## src/rtl/round_key_sequencer.sv

```systemverilog
// ---------------------------------------------------------------------------
// round_key_sequencer
//
// Derives NUM_ROUNDS round keys from one master key using an external
// key_reduction block. The master key is taken over a valid/ready port and
// placed on red_src. Each reduced result is sampled from red_res and offered
// to the cipher core over a valid/ready port. The working key is then rotated
// left by ROT bits and reduced again for the next round.
//
// Ports
//   clk        in   1          clock, rising edge
//   rst_n      in   1          asynchronous active-low reset
//   key_valid  in   1          master key offered
//   key_ready  out  1          master key can be accepted (IDLE only)
//   key_in     in   KEY_W      master key
//   abort      in   1          synchronous abort of the current schedule
//   red_src    out  KEY_W      working key, drives key_reduction.key
//   red_res    in   RK_W       key_reduction.red_key
//   rk_valid   out  1          round key valid
//   rk_ready   in   1          consumer accepts round key
//   rk_data    out  RK_W       round key
//   rk_idx     out  IDX_W      round index of rk_data
//   rk_last    out  1          final round key of the schedule is on rk_data
//   busy       out  1          a schedule is in progress
// ---------------------------------------------------------------------------
module round_key_sequencer #(
    parameter int KEY_W      = 512,
    parameter int RK_W       = 16,
    parameter int NUM_ROUNDS = 8,
    parameter int RED_LAT    = 1,
    parameter int ROT        = 61,
    // Derived from NUM_ROUNDS; leave at its default.
    parameter int IDX_W      = (NUM_ROUNDS > 1) ? $clog2(NUM_ROUNDS) : 1
) (
    input  logic             clk,
    input  logic             rst_n,
    input  logic             key_valid,
    output logic             key_ready,
    input  logic [KEY_W-1:0] key_in,
    input  logic             abort,
    output logic [KEY_W-1:0] red_src,
    input  logic [RK_W-1:0]  red_res,
    output logic             rk_valid,
    input  logic             rk_ready,
    output logic [RK_W-1:0]  rk_data,
    output logic [IDX_W-1:0] rk_idx,
    output logic             rk_last,
    output logic             busy
);

    localparam int CNT_W = (RED_LAT > 0) ? $clog2(RED_LAT + 1) : 1;

    typedef enum logic [1:0] {
        S_IDLE = 2'd0,
        S_WAIT = 2'd1,
        S_EMIT = 2'd2
    } state_t;

    state_t             r_state;
    state_t             w_nextState;
    logic [CNT_W-1:0]   r_cnt;
    logic [KEY_W-1:0]   r_src;
    logic [RK_W-1:0]    r_data;
    logic [IDX_W-1:0]   r_idx;

    logic               w_isLast;
    logic               w_handshake;
    logic [KEY_W-1:0]   w_rotated;

    assign w_isLast    = (r_idx == IDX_W'(NUM_ROUNDS - 1));
    assign w_handshake = (r_state == S_EMIT) && rk_ready;

    // Shift-based rotate so that ROT = 0 stays legal (the right shift by
    // KEY_W then contributes nothing and the key passes through unchanged).
    assign w_rotated = (r_src << ROT) | (r_src >> (KEY_W - ROT));

    // State register.
    always_ff @(posedge clk or negedge rst_n) begin
        if (!rst_n) begin
            r_state <= S_IDLE;
        end else begin
            r_state <= w_nextState;
        end
    end

    // Next-state logic; abort overrides every other transition, including a
    // key accept in IDLE and a round-key handshake in EMIT.
    always_comb begin
        w_nextState = r_state;
        case (r_state)
            S_IDLE: if (key_valid)      w_nextState = S_WAIT;
            S_WAIT: if (r_cnt == '0)    w_nextState = S_EMIT;
            S_EMIT: if (rk_ready)       w_nextState = w_isLast ? S_IDLE : S_WAIT;
            default:                    w_nextState = S_IDLE;
        endcase
        if (abort) begin
            w_nextState = S_IDLE;
        end
    end

    // Datapath registers. The latency counter is loaded with RED_LAT whenever
    // red_src changes, so the result is sampled once key_reduction has settled.
    // Abort leaves red_src and rk_data untouched; only the schedule position
    // is cleared.
    always_ff @(posedge clk or negedge rst_n) begin
        if (!rst_n) begin
            r_cnt  <= '0;
            r_src  <= '0;
            r_data <= '0;
            r_idx  <= '0;
        end else if (abort) begin
            r_cnt  <= '0;
            r_idx  <= '0;
        end else begin
            case (r_state)
                S_IDLE: begin
                    if (key_valid) begin
                        r_src <= key_in;
                        r_idx <= '0;
                        r_cnt <= CNT_W'(RED_LAT);
                    end
                end
                S_WAIT: begin
                    if (r_cnt != '0) begin
                        r_cnt <= r_cnt - CNT_W'(1);
                    end else begin
                        r_data <= red_res;
                    end
                end
                S_EMIT: begin
                    if (w_handshake && !w_isLast) begin
                        r_idx <= r_idx + IDX_W'(1);
                        r_src <= w_rotated;
                        r_cnt <= CNT_W'(RED_LAT);
                    end
                end
                default: begin
                    r_cnt <= '0;
                end
            endcase
        end
    end

    assign key_ready = (r_state == S_IDLE);
    assign busy      = (r_state != S_IDLE);
    assign rk_valid  = (r_state == S_EMIT);
    assign rk_last   = rk_valid && w_isLast;
    assign red_src   = r_src;
    assign rk_data   = r_data;
    assign rk_idx    = r_idx;

endmodule

```

## config.mk

```make
export PLATFORM = sky130hd
export DESIGN_NAME = round_key_sequencer
export DESIGN_NICKNAME = d
export VERILOG_FILES = /design/src/rtl/round_key_sequencer.sv
export SDC_FILE = /design/constraint.sdc
export NUM_CORES = 1
export LEC_CHECK = 0
export ABC_AREA = 0
export BUFFER_PORTS_ARGS = -buffer_cell sky130_fd_sc_hd__clkbuf_2
export CORE_AREA = 2 2 415 417
export CTS_CLUSTER_SIZE = 12
export DETAILED_ROUTE_END_ITERATION = 10
export DIE_AREA = 0 0 417 419
export MAX_ROUTING_LAYER = met4
export PLACE_DENSITY = 0.33
export SLEW_MARGIN = 20
export SYNTH_ARGS = -nofsm -noshare
export SYNTH_HDL_FRONTEND = slang
export SYNTH_SLANG_ARGS = --single-unit
```

## constraint.sdc

```tcl
create_clock -name clk -period 3.4 [get_ports clk]
set_clock_uncertainty 0.2 [all_clocks]
set_input_delay 0.17 -clock clk [delete_from_list [all_inputs] [get_ports clk]]
set_output_delay 0.17 -clock clk [all_outputs]
set_load 0.1 [all_outputs]
```

After elaboration in Yosys (flattened, before gate mapping). Index checks and enable logic that the tools add are counted.

Bits in registers: 534. Input bits: 533. Word-level logic and storage cells: 50.

Add/subtract/negate cells: 2. Equal/unequal tests: 9. Multiplexer cells: 18. Bitwise logic cells: 3. Reductions and logical operators: 13.

Operators with widths (count): $mux 512 (2); $pmux 512 s2 (1); $or 512x61->512 (1); $mux 3 (3); $ne 3x2->1 const B (3); $reduce_and 3->1 (3); $mux 2 (4); $pmux 2 s3 (1); $pmux 3 s2 (1); $mux 1 (5); $reduce_and 4->1 (1); $reduce_bool 2->1 (2); $add 3x1->3 const B (1); $eq 3x3->1 const B (1); $logic_and 1x1->1 (3); $ne 3x3->1 const B (1); $pmux 1 s3 (1); $reduce_bool 3->1 (1); $eq 2x1->1 const B (1); $eq 2x2->1 const B (1); $logic_not 2->1 (1); $ne 2x1->1 const B (1); $ne 2x2->1 const B (1); $not 1->1 (2); other kinds (3) (3).

Depth between registers and ports, before layout.
Depth after elaboration: 6. Depth in mapped cells: 7. Mapped depth without buffers: 5.

Worst setup path before layout. OpenSTA, ideal clock, no wires.

Path type: reg2reg. Start point: register r_idx[0] (netlist: rk_idx[0]). End point: register r_src[24] (netlist: red_src[24]). Setup time: 0.126 ns. Arrival time: 2.609 ns. Required time: 3.074 ns. Setup slack: 0.465 ns. Cell stages (with the launch flop): 8. Clock period less this slack: 2.935 ns. Cell sequence: dfrtp_1 -> ha_1 -> ha_1 -> nand3b_1 -> a211oi_2 -> buf_2 -> clkbuf_4 -> mux2_2.

Longest elaborated chain between the ends: 5.

RTL lines: from (decl) (line 64) `logic [IDX_W-1:0] r_idx;`; from (signal assigned) (line 132) `r_idx <= r_idx + IDX_W'(1);`; $eq 3x3->1 (line 70) `assign w_isLast = (r_idx == IDX_W'(NUM_ROUNDS - 1));`; $logic_not 1->1 (line 131) `if (w_handshake && !w_isLast) begin`; $logic_and 1x1->1 (line 131); $ne 2x1->1 (no line); $reduce_and 4->1 (no line); to (signal assigned) (line 118) `r_src <= key_in;`; to (signal assigned) (line 133) `r_src <= w_rotated;`; to (decl) (line 62) `logic [KEY_W-1:0] r_src;`.

No other way between the ends. A chain may end at the register's enable or synchronous reset.

Worst setup path after layout.
Start point: register r_state[0]. End point: output port rk_valid.

Longest elaborated chain between the ends: 1.

RTL lines: from (decl) (line 59) `state_t r_state;`; from (signal assigned) (line 82) `r_state <= w_nextState;`; $eq 2x2->1 (line 146) `assign rk_valid = (r_state == S_EMIT);`; to (decl) (line 43) `output logic rk_valid,`.

No other way between the ends.

==> flow_summary_export.csv <==
group,metric,value,unit
cts,clk_path_buf_depth,3,
global_routing,grt_pass1_wl,188000,um
placed_design,io_buffers,1067,
sta,slew_headroom,0.506,
sta,setup_violations,0,
critical_path,arrival,2.81,ns
logic_synthesis,synth_top_area_frac,0.509,
die,fp-row-count,152,
drt,wl_met1,56100,um
drt,drt-pass1-iter-count,4,
cts,numCtsBuffers,77,
sta,fin_crit,3.18,ns
logic_synthesis,ys_top_cells_by_area,"dfrtp_1 (51%), mux2_2 (45%), buf_6 (2.2%), buf_4 (1.3%), buf_2 (0.25%)",
drt,dr.first_iter.drc_count,894,
logic_synthesis,ys_seq_elements,534,
cts,cts.hold.buffers_added,544,
placed_design,gp_congestion,0.857,
die,io_pins,1068,
final_layout,final_net_count,3902,
cts,post_cts_buffers,0,
logic_synthesis,synth_top_area_cell,"dfrtp_1",
global_routing,antenna_found_initial,16,
flow_run,cap_violations,0,
global_routing,grt_usage,0.158,
logic_synthesis,ys.warnings.count,0,
critical_path,r2r_cells,7,
sta,drv_slew,0,
drt,wl,138000,um
logic_synthesis,yosys-top-cells-count,"mux2_2 (1040), dfrtp_1 (534), buf_6 (51), buf_4 (47), buf_2 (13)",
cts,cts_tree,"yes",
sta,setup_slack,0.222,ns
logic_synthesis,seq_area_frac_synth,0.509,
sta,worst_pin_slew,0.743,ns
final_layout,area_growth,61.5,%
min_path,hp-class,"input pin to register",
outcome,status,"finished, final reports clean",
global_routing,grt_max_degree,56,
drt,route.met2.wl,71500,um
cts,clk_latency,0.66,ns
final_layout,fillCellCount,18200,
die,die_width,417,um
power,powerDensity,933,nW/um^2
global_routing,grt_pass1_vias,23000,
critical_path,criticalPathCategory,"register to output pin",
logic_synthesis,syn_nets,2249,
placed_design,hpwlAfterDp,111000,um
placed_design,pre_cts_ws,0.555,ns
drt,vias,21100,
critical_path,reg2reg_from,"rk_idx[0]",
critical_path,worstReg2RegEnd,"red_src[417]",
critical_path,crit_required,3.03,ns
die,start_util,0.154,
drt,vias_per_cell,3.72,
critical_path,setup.worst_path.start_class,"register",
sta,rsz0062_at_grt,"no",
power,vdd_drop_max,0.514,mV
final_layout,drive_gt1_frac,0.674,
cts,clock-root-buffer,"clkbuf_16",
sta,hold_viol_final,0,
global_routing,grt_overflow_total,0,
critical_path,r2r_slack,0.56,ns
drt,wl_per_cell,24.4,um
die,die-area,175000,sq um
drt,antenna_left,0,
logic_synthesis,syn_avg_cell_area,15.3,sq um
cts,cts_sinks,534,
min_path,whs_endpoint,"rk_data[7]",
logic_synthesis,syn_area,26300,sq um
logic_synthesis,yosysMostFrequentCell,"mux2_2",
logic_synthesis,synthDistinctLibCells,25,
critical_path,cp-end-kind,"output pin",
drt,route.met3.wl,6910,um
power,leakagePower,18.7,nW
logic_synthesis,yosys_most_used_dff,"dfrtp_1",
die,core-area,171000,sq um
logic_synthesis,async_reset_ff_frac,1.00,
min_path,hold_start,"red_res[7]",
logic_synthesis,synth_edf_count,0,
sta,max_freq,315,MHz
min_path,hold_path_depth,3,
cts,clkTransAtPathRegs,0.06,ns
drt,top_layer_used,"met4",
die,fp.dieH,419,um
logic_synthesis,synthCells,1714,
drt,drc,0,
cts,cts_resized,0,
cts,h-tree-depth,3,
sta,fin_tns_setup,0,ns
sta,finalCritPeriodShare,0.935,
critical_path,cp_max_fo,33,
[critical path, cell delays in order (launching register included)]
cell,delay (ns)
dfrtp_1,0.45
or2b_2,0.44
inv_8,0.23
buf_12,0.25
buf_12,0.26
clkbuf_2,0.50
[power by group]
| part | switching (mW) | internal [mW] | leakage (nW) |
|---|---|---|---|
| clock network | 3.30 | 5.08 | 1.25 |
| logic | 16.8 | 3.90 | 11.1 |
| registers | 2.29 | 8.20 | 6.29 |
[worst max path at each step]
| stage | from | end |
|---|---|---|
| 3_3_place_gp | r_state[0] | red_src[196] |
| 5_1_grt | r_state[0] | rk_valid |
| 4_1_cts | r_state[0] | rk_valid |
| 3_5_place_dp | r_state[0] | red_src[196] |
| 6_report | r_state[0] | rk_valid |
| 2_1_floorplan | rk_idx[0] | red_src[24] |
[layout by cell type (no fill, tap or decap), drive strengths merged, types with 2 or more instances in the layout]
cell / synthesis / routed
clkbuf: 3 / 1178
mux2: 1040 / 1040
dlygate4sd3: 0 / 543
dfrtp: 534 / 534
buf: 111 / 79
clkinv: 0 / 10
diode: 0 / 9
inv: 5 / 8
bufinv: 0 / 7
nand2b: 2 / 2
or2: 2 / 2
a32o: 2 / 2
nor2: 2 / 2
ha: 2 / 2
[metal layers]
layer  track usage  vias to the layer above
li1              -                     9597
met1         0.183                    10700
met2         0.271                      587
met3        0.0341                      166
met4        0.0542                        0
met5             -                        -
[area by class of cell]
cell class              count  area, sq um  area share
diodes                      9         22.5    0.000531
clock buffers             112         2240      0.0528
clock inverters            20          313     0.00737
inverters                   5         26.3    0.000619
multi-input cells        1061        11900       0.280
flip-flops and latches    534        13400       0.315
well taps                2233         2790      0.0659
repair buffers           1688        11800       0.278
[sequential cells by signal (all words and copies together) (netlist names)]
register,cells
red_src,512
rk_idx,3
r_cnt,1
r_state,2
rk_data,16
[per-stage QoR]
step / cell area, sq um / util / hold slack (ns) / instances / total power [mW]
4_1_cts: 42400 / 0.249 / 0.000976 / 5653 / 40.2
3_3_place_gp: 34400 / 0.202 / 0.0991 / 4977 / 30.9
6_report: 42400 / 0.249 / 0.0863 / 5662 / 39.6
3_5_place_dp: 34400 / 0.202 / 0.102 / 4977 / 30.9
5_1_grt: 42400 / 0.249 / 0.0537 / 5660 / 40.9
2_1_floorplan: 26300 / - / -0.326 / 1714 / 25.8
[cells by family after synthesis]
kind of cell / share of synthesized area
muxes: 0.446
buffers and inverters: 0.0392
and+or+nand+nor: 0.00281
AOI/OAI and AO/OA: 0.00271
DFF: 0.509
adders and majority gates: 0.000952
(Power assumes the default switching activity.)
